===== src/rtl/keypad_pkg.sv =====
// keypad_pkg: shared definitions for the 4x4 keypad scanner.
//   - key code constants (KEY_NONE doubles as the idle code on num)
//   - debounce FSM state enum
//   - pos_to_code(): matrix position (row*4 + col) to key code
package keypad_pkg;

  localparam logic [3:0] KEY_A    = 4'd10;
  localparam logic [3:0] KEY_B    = 4'd11;
  localparam logic [3:0] KEY_C    = 4'd12;
  localparam logic [3:0] KEY_D    = 4'd13;
  localparam logic [3:0] KEY_STAR = 4'd14;
  localparam logic [3:0] KEY_HASH = 4'd15;
  localparam logic [3:0] KEY_NONE = 4'd11;

  typedef enum logic [1:0] {
    RELEASED     = 2'd0,
    PRESS_PEND   = 2'd1,
    PRESSED      = 2'd2,
    RELEASE_PEND = 2'd3
  } db_state_e;

  // Layout, rows top to bottom: 1 2 3 A / 4 5 6 B / 7 8 9 C / * 0 # D
  function automatic logic [3:0] pos_to_code(input logic [3:0] pos);
    logic [3:0] code;
    case (pos)
      4'd0:    code = 4'd1;
      4'd1:    code = 4'd2;
      4'd2:    code = 4'd3;
      4'd3:    code = KEY_A;
      4'd4:    code = 4'd4;
      4'd5:    code = 4'd5;
      4'd6:    code = 4'd6;
      4'd7:    code = KEY_B;
      4'd8:    code = 4'd7;
      4'd9:    code = 4'd8;
      4'd10:   code = 4'd9;
      4'd11:   code = KEY_C;
      4'd12:   code = KEY_STAR;
      4'd13:   code = 4'd0;
      4'd14:   code = KEY_HASH;
      default: code = KEY_D;
    endcase
    return code;
  endfunction

endpackage


===== src/rtl/keypad_scan_sync2.sv =====
// sync2: W-bit two-flop synchronizer for asynchronous inputs.
// Ports:
//   clk_i  - destination clock
//   rst_i  - synchronous active-high reset, loads RST_VAL into both stages
//   d_i    - asynchronous input
//   q_o    - synchronized output (2-cycle latency)
module sync2 #(
  parameter int             W       = 4,
  parameter logic [W-1:0]   RST_VAL = '1
) (
  input  logic         clk_i,
  input  logic         rst_i,
  input  logic [W-1:0] d_i,
  output logic [W-1:0] q_o
);

  logic [W-1:0] meta_q;
  logic [W-1:0] sync_q;

  always_ff @(posedge clk_i) begin
    if (rst_i) begin
      meta_q <= RST_VAL;
      sync_q <= RST_VAL;
    end else begin
      meta_q <= d_i;
      sync_q <= meta_q;
    end
  end

  assign q_o = sync_q;

endmodule


===== src/rtl/keypad_scan.sv =====
// keypad_scan: 4x4 matrix keypad scanner with whole-sweep debounce.
// Ports:
//   FPGA_CLK1_50 - system clock
//   reset        - synchronous active-high reset
//   kp_row[3:0]  - keypad rows, asynchronous, active-low (pulled up)
//   kp_col[3:0]  - column drive, active-low one-hot
//   num[3:0]     - debounced key code, KEY_NONE (11) while no key held
//   PB_state     - high while a debounced key is held
//   key_valid    - one-cycle pulse on each press commit
//
// Debounce FSM:
//   state        | meaning
//   RELEASED     | no key committed, waiting for a single-key sweep
//   PRESS_PEND   | key_q seen for cnt_q consecutive sweeps, not yet committed
//   PRESSED      | key_q committed, num/PB_state asserted
//   RELEASE_PEND | key_q absent for cnt_q consecutive sweeps, still committed
module keypad_scan
  import keypad_pkg::*;
#(
  parameter int SCAN_DIV        = 50000,
  parameter int DEBOUNCE_SWEEPS = 10
) (
  input  logic       FPGA_CLK1_50,
  input  logic       reset,
  input  logic [3:0] kp_row,
  output logic [3:0] kp_col,
  output logic [3:0] num,
  output logic       PB_state,
  output logic       key_valid
);

  localparam int              SW        = $clog2(SCAN_DIV);
  localparam int              CW        = $clog2(DEBOUNCE_SWEEPS + 1);
  localparam logic [SW-1:0]   SLOT_LAST = SW'(SCAN_DIV - 1);
  localparam logic [CW-1:0]   CNT_TERM  = CW'(DEBOUNCE_SWEEPS);
  localparam logic [CW-1:0]   CNT_ONE   = CW'(1);
  localparam bit              ONE_SWEEP = (DEBOUNCE_SWEEPS == 1);

  logic [3:0]    row_s;
  logic [SW-1:0] slot_q, slot_d;
  logic [1:0]    col_q, col_d;
  logic [3:0]    kp_col_q, kp_col_d;
  logic [15:0]   image_q, image_d, image_now;
  logic          slot_last, sweep_end;

  logic [4:0]    low_cnt;
  logic [3:0]    low_pos;
  logic          res_valid;
  logic [3:0]    res_code;

  db_state_e     state_q, state_d;
  logic [3:0]    key_q, key_d;
  logic [CW-1:0] cnt_q, cnt_d, cnt_inc;
  logic [3:0]    num_q, num_d;
  logic          pb_q, pb_d;
  logic          kv_q, kv_d;
  logic          match;

  sync2 #(.W(4), .RST_VAL(4'hF)) u_row_sync (
    .clk_i (FPGA_CLK1_50),
    .rst_i (reset),
    .d_i   (kp_row),
    .q_o   (row_s)
  );

  // Scan counters and sweep image. image bit index = row*4 + col.
  always_comb begin
    slot_last = (slot_q == SLOT_LAST);
    sweep_end = slot_last && (col_q == 2'd3);
    slot_d    = slot_last ? '0 : slot_q + 1'b1;
    col_d     = slot_last ? col_q + 2'd1 : col_q;
    kp_col_d  = ~(4'b0001 << col_d);

    // Current column's rows merged in so the sweep-end evaluation sees
    // column 3's sample in the same cycle it is taken.
    image_now = image_q;
    for (int r = 0; r < 4; r++) begin
      image_now[4'(r * 4) + {2'b00, col_q}] = row_s[r];
    end
    image_d = slot_last ? image_now : image_q;
  end

  always_ff @(posedge FPGA_CLK1_50) begin
    if (reset) begin
      slot_q   <= '0;
      col_q    <= 2'd0;
      kp_col_q <= 4'b1110;
      image_q  <= '1;
    end else begin
      slot_q   <= slot_d;
      col_q    <= col_d;
      kp_col_q <= kp_col_d;
      image_q  <= image_d;
    end
  end

  // Sweep result: exactly one low bit is a key; none or several is NONE.
  always_comb begin
    low_cnt = '0;
    low_pos = '0;
    for (int i = 0; i < 16; i++) begin
      if (!image_now[i]) begin
        low_cnt = low_cnt + 5'd1;
        low_pos = 4'(i);
      end
    end
    res_valid = (low_cnt == 5'd1);
    res_code  = pos_to_code(low_pos);
  end

  always_ff @(posedge FPGA_CLK1_50) begin
    if (reset) state_q <= RELEASED;
    else       state_q <= state_d;
  end

  always_comb begin
    state_d = state_q;
    key_d   = key_q;
    cnt_d   = cnt_q;
    num_d   = num_q;
    pb_d    = pb_q;
    kv_d    = 1'b0;
    cnt_inc = (cnt_q == CNT_TERM) ? cnt_q : cnt_q + 1'b1;
    match   = res_valid && (res_code == key_q);

    if (sweep_end) begin
      case (state_q)
        RELEASED: begin
          if (res_valid) begin
            key_d = res_code;
            if (ONE_SWEEP) begin
              state_d = PRESSED;
              cnt_d   = '0;
              num_d   = res_code;
              pb_d    = 1'b1;
              kv_d    = 1'b1;
            end else begin
              state_d = PRESS_PEND;
              cnt_d   = CNT_ONE;
            end
          end
        end
        PRESS_PEND: begin
          if (match) begin
            if (cnt_inc == CNT_TERM) begin
              state_d = PRESSED;
              cnt_d   = '0;
              num_d   = key_q;
              pb_d    = 1'b1;
              kv_d    = 1'b1;
            end else begin
              cnt_d = cnt_inc;
            end
          end else if (!res_valid) begin
            state_d = RELEASED;
            cnt_d   = '0;
          end else begin
            // A different single key restarts the press count.
            key_d = res_code;
            cnt_d = CNT_ONE;
          end
        end
        PRESSED: begin
          if (!match) begin
            if (ONE_SWEEP) begin
              state_d = RELEASED;
              cnt_d   = '0;
              num_d   = KEY_NONE;
              pb_d    = 1'b0;
            end else begin
              state_d = RELEASE_PEND;
              cnt_d   = CNT_ONE;
            end
          end
        end
        RELEASE_PEND: begin
          if (match) begin
            state_d = PRESSED;
            cnt_d   = '0;
          end else if (cnt_inc == CNT_TERM) begin
            state_d = RELEASED;
            cnt_d   = '0;
            num_d   = KEY_NONE;
            pb_d    = 1'b0;
          end else begin
            cnt_d = cnt_inc;
          end
        end
        default: begin
          state_d = RELEASED;
          cnt_d   = '0;
          num_d   = KEY_NONE;
          pb_d    = 1'b0;
        end
      endcase
    end
  end

  always_ff @(posedge FPGA_CLK1_50) begin
    if (reset) begin
      key_q <= KEY_NONE;
      cnt_q <= '0;
      num_q <= KEY_NONE;
      pb_q  <= 1'b0;
      kv_q  <= 1'b0;
    end else begin
      key_q <= key_d;
      cnt_q <= cnt_d;
      num_q <= num_d;
      pb_q  <= pb_d;
      kv_q  <= kv_d;
    end
  end

  assign kp_col    = kp_col_q;
  assign num       = num_q;
  assign PB_state  = pb_q;
  assign key_valid = kv_q;

endmodule


===== config.mk =====
export PLATFORM = sky130hd
export DESIGN_NAME = keypad_scan
export DESIGN_NICKNAME = d
export VERILOG_FILES = /design/src/rtl/keypad_pkg.sv /design/src/rtl/keypad_scan_sync2.sv /design/src/rtl/keypad_scan.sv
export SDC_FILE = /design/constraint.sdc
export NUM_CORES = 1
export LEC_CHECK = 0
export CORE_MARGIN = 1
export CORE_UTILIZATION = 52
export DETAILED_ROUTE_END_ITERATION = 16
export GPL_ROUTABILITY_DRIVEN = 0
export HOLD_SLACK_MARGIN = 0.05
export PLACE_DENSITY = 0.74
export SETUP_SLACK_MARGIN = 0.2
export SLEW_MARGIN = 25
export SYNTH_ARGS = -nofsm -noshare
export SYNTH_HDL_FRONTEND = slang
export SYNTH_SLANG_ARGS = --single-unit

===== constraint.sdc =====
create_clock -name FPGA_CLK1_50 -period 11.5 [get_ports FPGA_CLK1_50]
set_clock_uncertainty 0.15 [all_clocks]
set_input_delay 1.15 -clock FPGA_CLK1_50 [delete_from_list [all_inputs] [get_ports FPGA_CLK1_50]]
set_output_delay 1.15 -clock FPGA_CLK1_50 [all_outputs]
set_load 0.03 [all_outputs]

==> results.py <==
metrics = {
    "outcome": {
        "outcome": "completed",
    },
    "power": {
        "ir_drop_v": 0.0000568,
        "p_total_w": 0.000497,
        "leakage_nw": 2.17,
        "power_density_nw_per_um2": 91.3,
    },
    "critical_path": {
        "path_max_fanout": 7,
        "end_kind": "flip-flop",
        "criticalPathCategory": "reg2reg",
        "crit_arrival_ns": 10.66,
        "crit_path_frequent_cell": "ha_1",
        "start_kind": "flip-flop",
        "required_ns": 11.57,
        "cpPeakStageDelay_ns": 0.46,
        "worst_path_max_delay_cell": "or3b_2",
    },
    "placed_design": {
        "dpl.cell_count": 680,
        "hpwl_um": 7670,
        "io_buffers": 15,
    },
    "logic_synthesis": {
        "yosys.area.top_type": "dfxtp_1",
        "avgSynthCellArea_um2": 8.53,
        "ys_seq_area_share_pct": 25.4,
        "synth_most_common_cell": "nand2_1",
        "synth_common_cells": "70 x nand2_1, 62 x dfxtp_1, 51 x nor2_1",
        "syn-cell-area_um2": 4880,
        "ys_ff_latch": 62,
        "yosys_warnings": 0,
        "syn_nets": 604,
        "synth_top_area_share_pct": 25.4,
        "synth_edf_count": 0,
        "ys_async_sr_fraction_pct": 0,
        "synth_cell_types": 82,
        "ys_top_cells_by_area": "dfxtp_1 25%, xnor2_1 7.4%, ha_1 6.7%",
        "synthCells": 572,
        "synth_ff_type": "dfxtp_1",
    },
    "route": {
        "met2_length_um": 5100,
        "wl_per_cell_um": 14.9,
        "vias": 4134,
        "drtPass1Iterations": 5,
        "drt_wl_total_um": 10400,
        "drc_errors": 0,
        "wl_met1_um": 4750,
        "avgViaCountPerCell": 5.92,
        "highest_layer": "met4",
        "drtAntennaViolNets": 0,
        "route.met3.wl_um": 359,
        "drtIter0Drc": 243,
    },
    "sta": {
        "hold_slack_ns": 0.265,
        "finalSetupTns_ns": 0,
        "relSlewSlack_pct": 46.2,
        "hold_violations": 0,
        "period_minus_slack_ns": 10.59,
        "period_share_pct": 92.0,
        "setup_viol": 0,
        "slew_viol_final": 0,
        "rsz0062_at_grt": "false",
        "worst_slew_pin_slew_ns": 0.805,
        "fmax_mhz": 94.5,
    },
    "final_layout": {
        "drive_above_1_share_pct": 14.7,
        "diodes": 0,
        "area_delta_synth_final_pct": 11.6,
        "nets": 617,
        "fin_cells": 698,
        "fin_util_pct": 61.3,
    },
    "clock_tree": {
        "hold_buffers": 0,
        "cts.sinks": 62,
        "clk_pin_slew_ns": 0.08,
        "clkLatencyLatePin_ns": 0.34,
        "cts_max_level": 3,
        "cts_tree": "yes",
        "root_buffer": "clkbuf_8",
        "clk_path_buf_depth": 2,
        "cts_buffers": 9,
    },
    "global_routing": {
        "gr-total-overflow": 0,
        "grtUsageTotal_pct": 22.4,
        "grt_pass1_vias": 4081,
        "grt_start_max_net_pins": 37,
        "grt_pass1_wl_um": 17900,
        "antenna_found_initial": 0,
    },
    "die": {
        "core.rowCount": 34,
        "initial_core_util_pct": 54.9,
        "fp.dieW_um": 98.9,
        "io-pin-count": 16,
        "die_h_um": 98.9,
        "core_um2": 8890,
        "die-area_um2": 9770,
    },
    "min_path": {
        "min_path_type": "reg2reg",
    },
    "job": {
        "drv_cap": 0,
    },
}
[final cells by class]
| class | count | area, µm² |
|---|---|---|
| inverter | 25 | 93.8 |
| multi-input combinational | 462 | 3510 |
| tap | 108 | 135 |
| sequential | 62 | 1240 |
| clock buffer | 9 | 124 |
| fill | 777 | 3440 |
| clock inverter | 7 | 121 |
| timing repair buffer | 25 | 225 |
[kinds of logic (layout without fill, tap and decap cells)]
logic type      Yosys count  in the layout  share of synthesized area [%]
fa+ha+maj                26             26                           6.67
flops                    62             62                           25.4
xor+xnor                 71             71                           15.7
buf+inv                  48             66                           4.00
mux                      39             39                           9.64
compound gates          121            121                           17.8
simple gates            205            205                           20.7
[stage by stage]
step           setup slack, ns  area, µm²
2_1_floorplan             1.44       4880
3_3_place_gp              1.03       5120
3_5_place_dp             0.696       5120
4_1_cts                  0.626       5370
5_1_grt                  0.151       5450
6_report                 0.914       5450
[report_power, final]
part	internal (W)	total (W)	switching, W
Sequential	0.000217	0.000219	0.00000234
Combinational	0.0000189	0.0000440	0.0000251
Clock	0.000145	0.000234	0.0000890
Total	0.000381	0.000497	0.000116
[layer usage]
| metal | vias up | track usage [%] |
|---|---|---|
| met5 | - | 0 |
| met4 | 0 | 5.86 |
| met3 | 18 | 5.39 |
| met2 | 88 | 38.4 |
| met1 | 1955 | 28.2 |
| li1 | 2073 | - |
[worst paths after layout]
path,from,end,slack [ns],cells past startpoint
max,col_q[0],cnt_q[3],0.91,53
min,u_row_sync.meta_q[0],u_row_sync.q_o[0],0.26,1
max reg2reg,col_q[0],cnt_q[3],0.91,53
min reg2reg,u_row_sync.meta_q[0],u_row_sync.q_o[0],0.26,1
[placed cells by master (no fill, tap or decap), drive strengths merged, types with 10 or more instances in the layout]
master and n:
nor2 52, a21oi 24, or2 11, nand3 17
dfxtp 62, mux2i 27, mux2 12, xnor2 44
nand2 71, ha 26, clkdlybuf4s50 15, inv 26
buf 10, o211ai 17, xor2 20, o21ai 21
[repair_timing]
| item | 4_1_cts | 5_1_grt |
|---|---|---|
| endpoints found under the setup margin | 0 | 16 |
| setup buffers | 0 | 2 |
| gates resized for setup | 0 | 17 |
[state kept, by name (all words and copies together), names as in the netlist, named ones only]
signal and flops:
image_q 16, u_row_sync.q_o 4, u_row_sync.meta_q 4, state_q 1, key_q 4, key_valid 1
slot_q 16, num 4, PB_state 1, cnt_q 4, kp_col 4, col_q 2
[critical path, delay by kind of cell (launching register included)]
family	cells	cell delay (ns)
buffers and inverters	3	0.34
XOR/XNOR	1	0.15
AO/OA/AOI/OAI	14	2.02
flip-flops	1	0.33
adder cells (fa/ha/maj)	14	3.95
multiplexers	4	1.20
AND/OR/NAND/NOR	17	2.32
No activity file was read; power rests on OpenSTA's default activity.
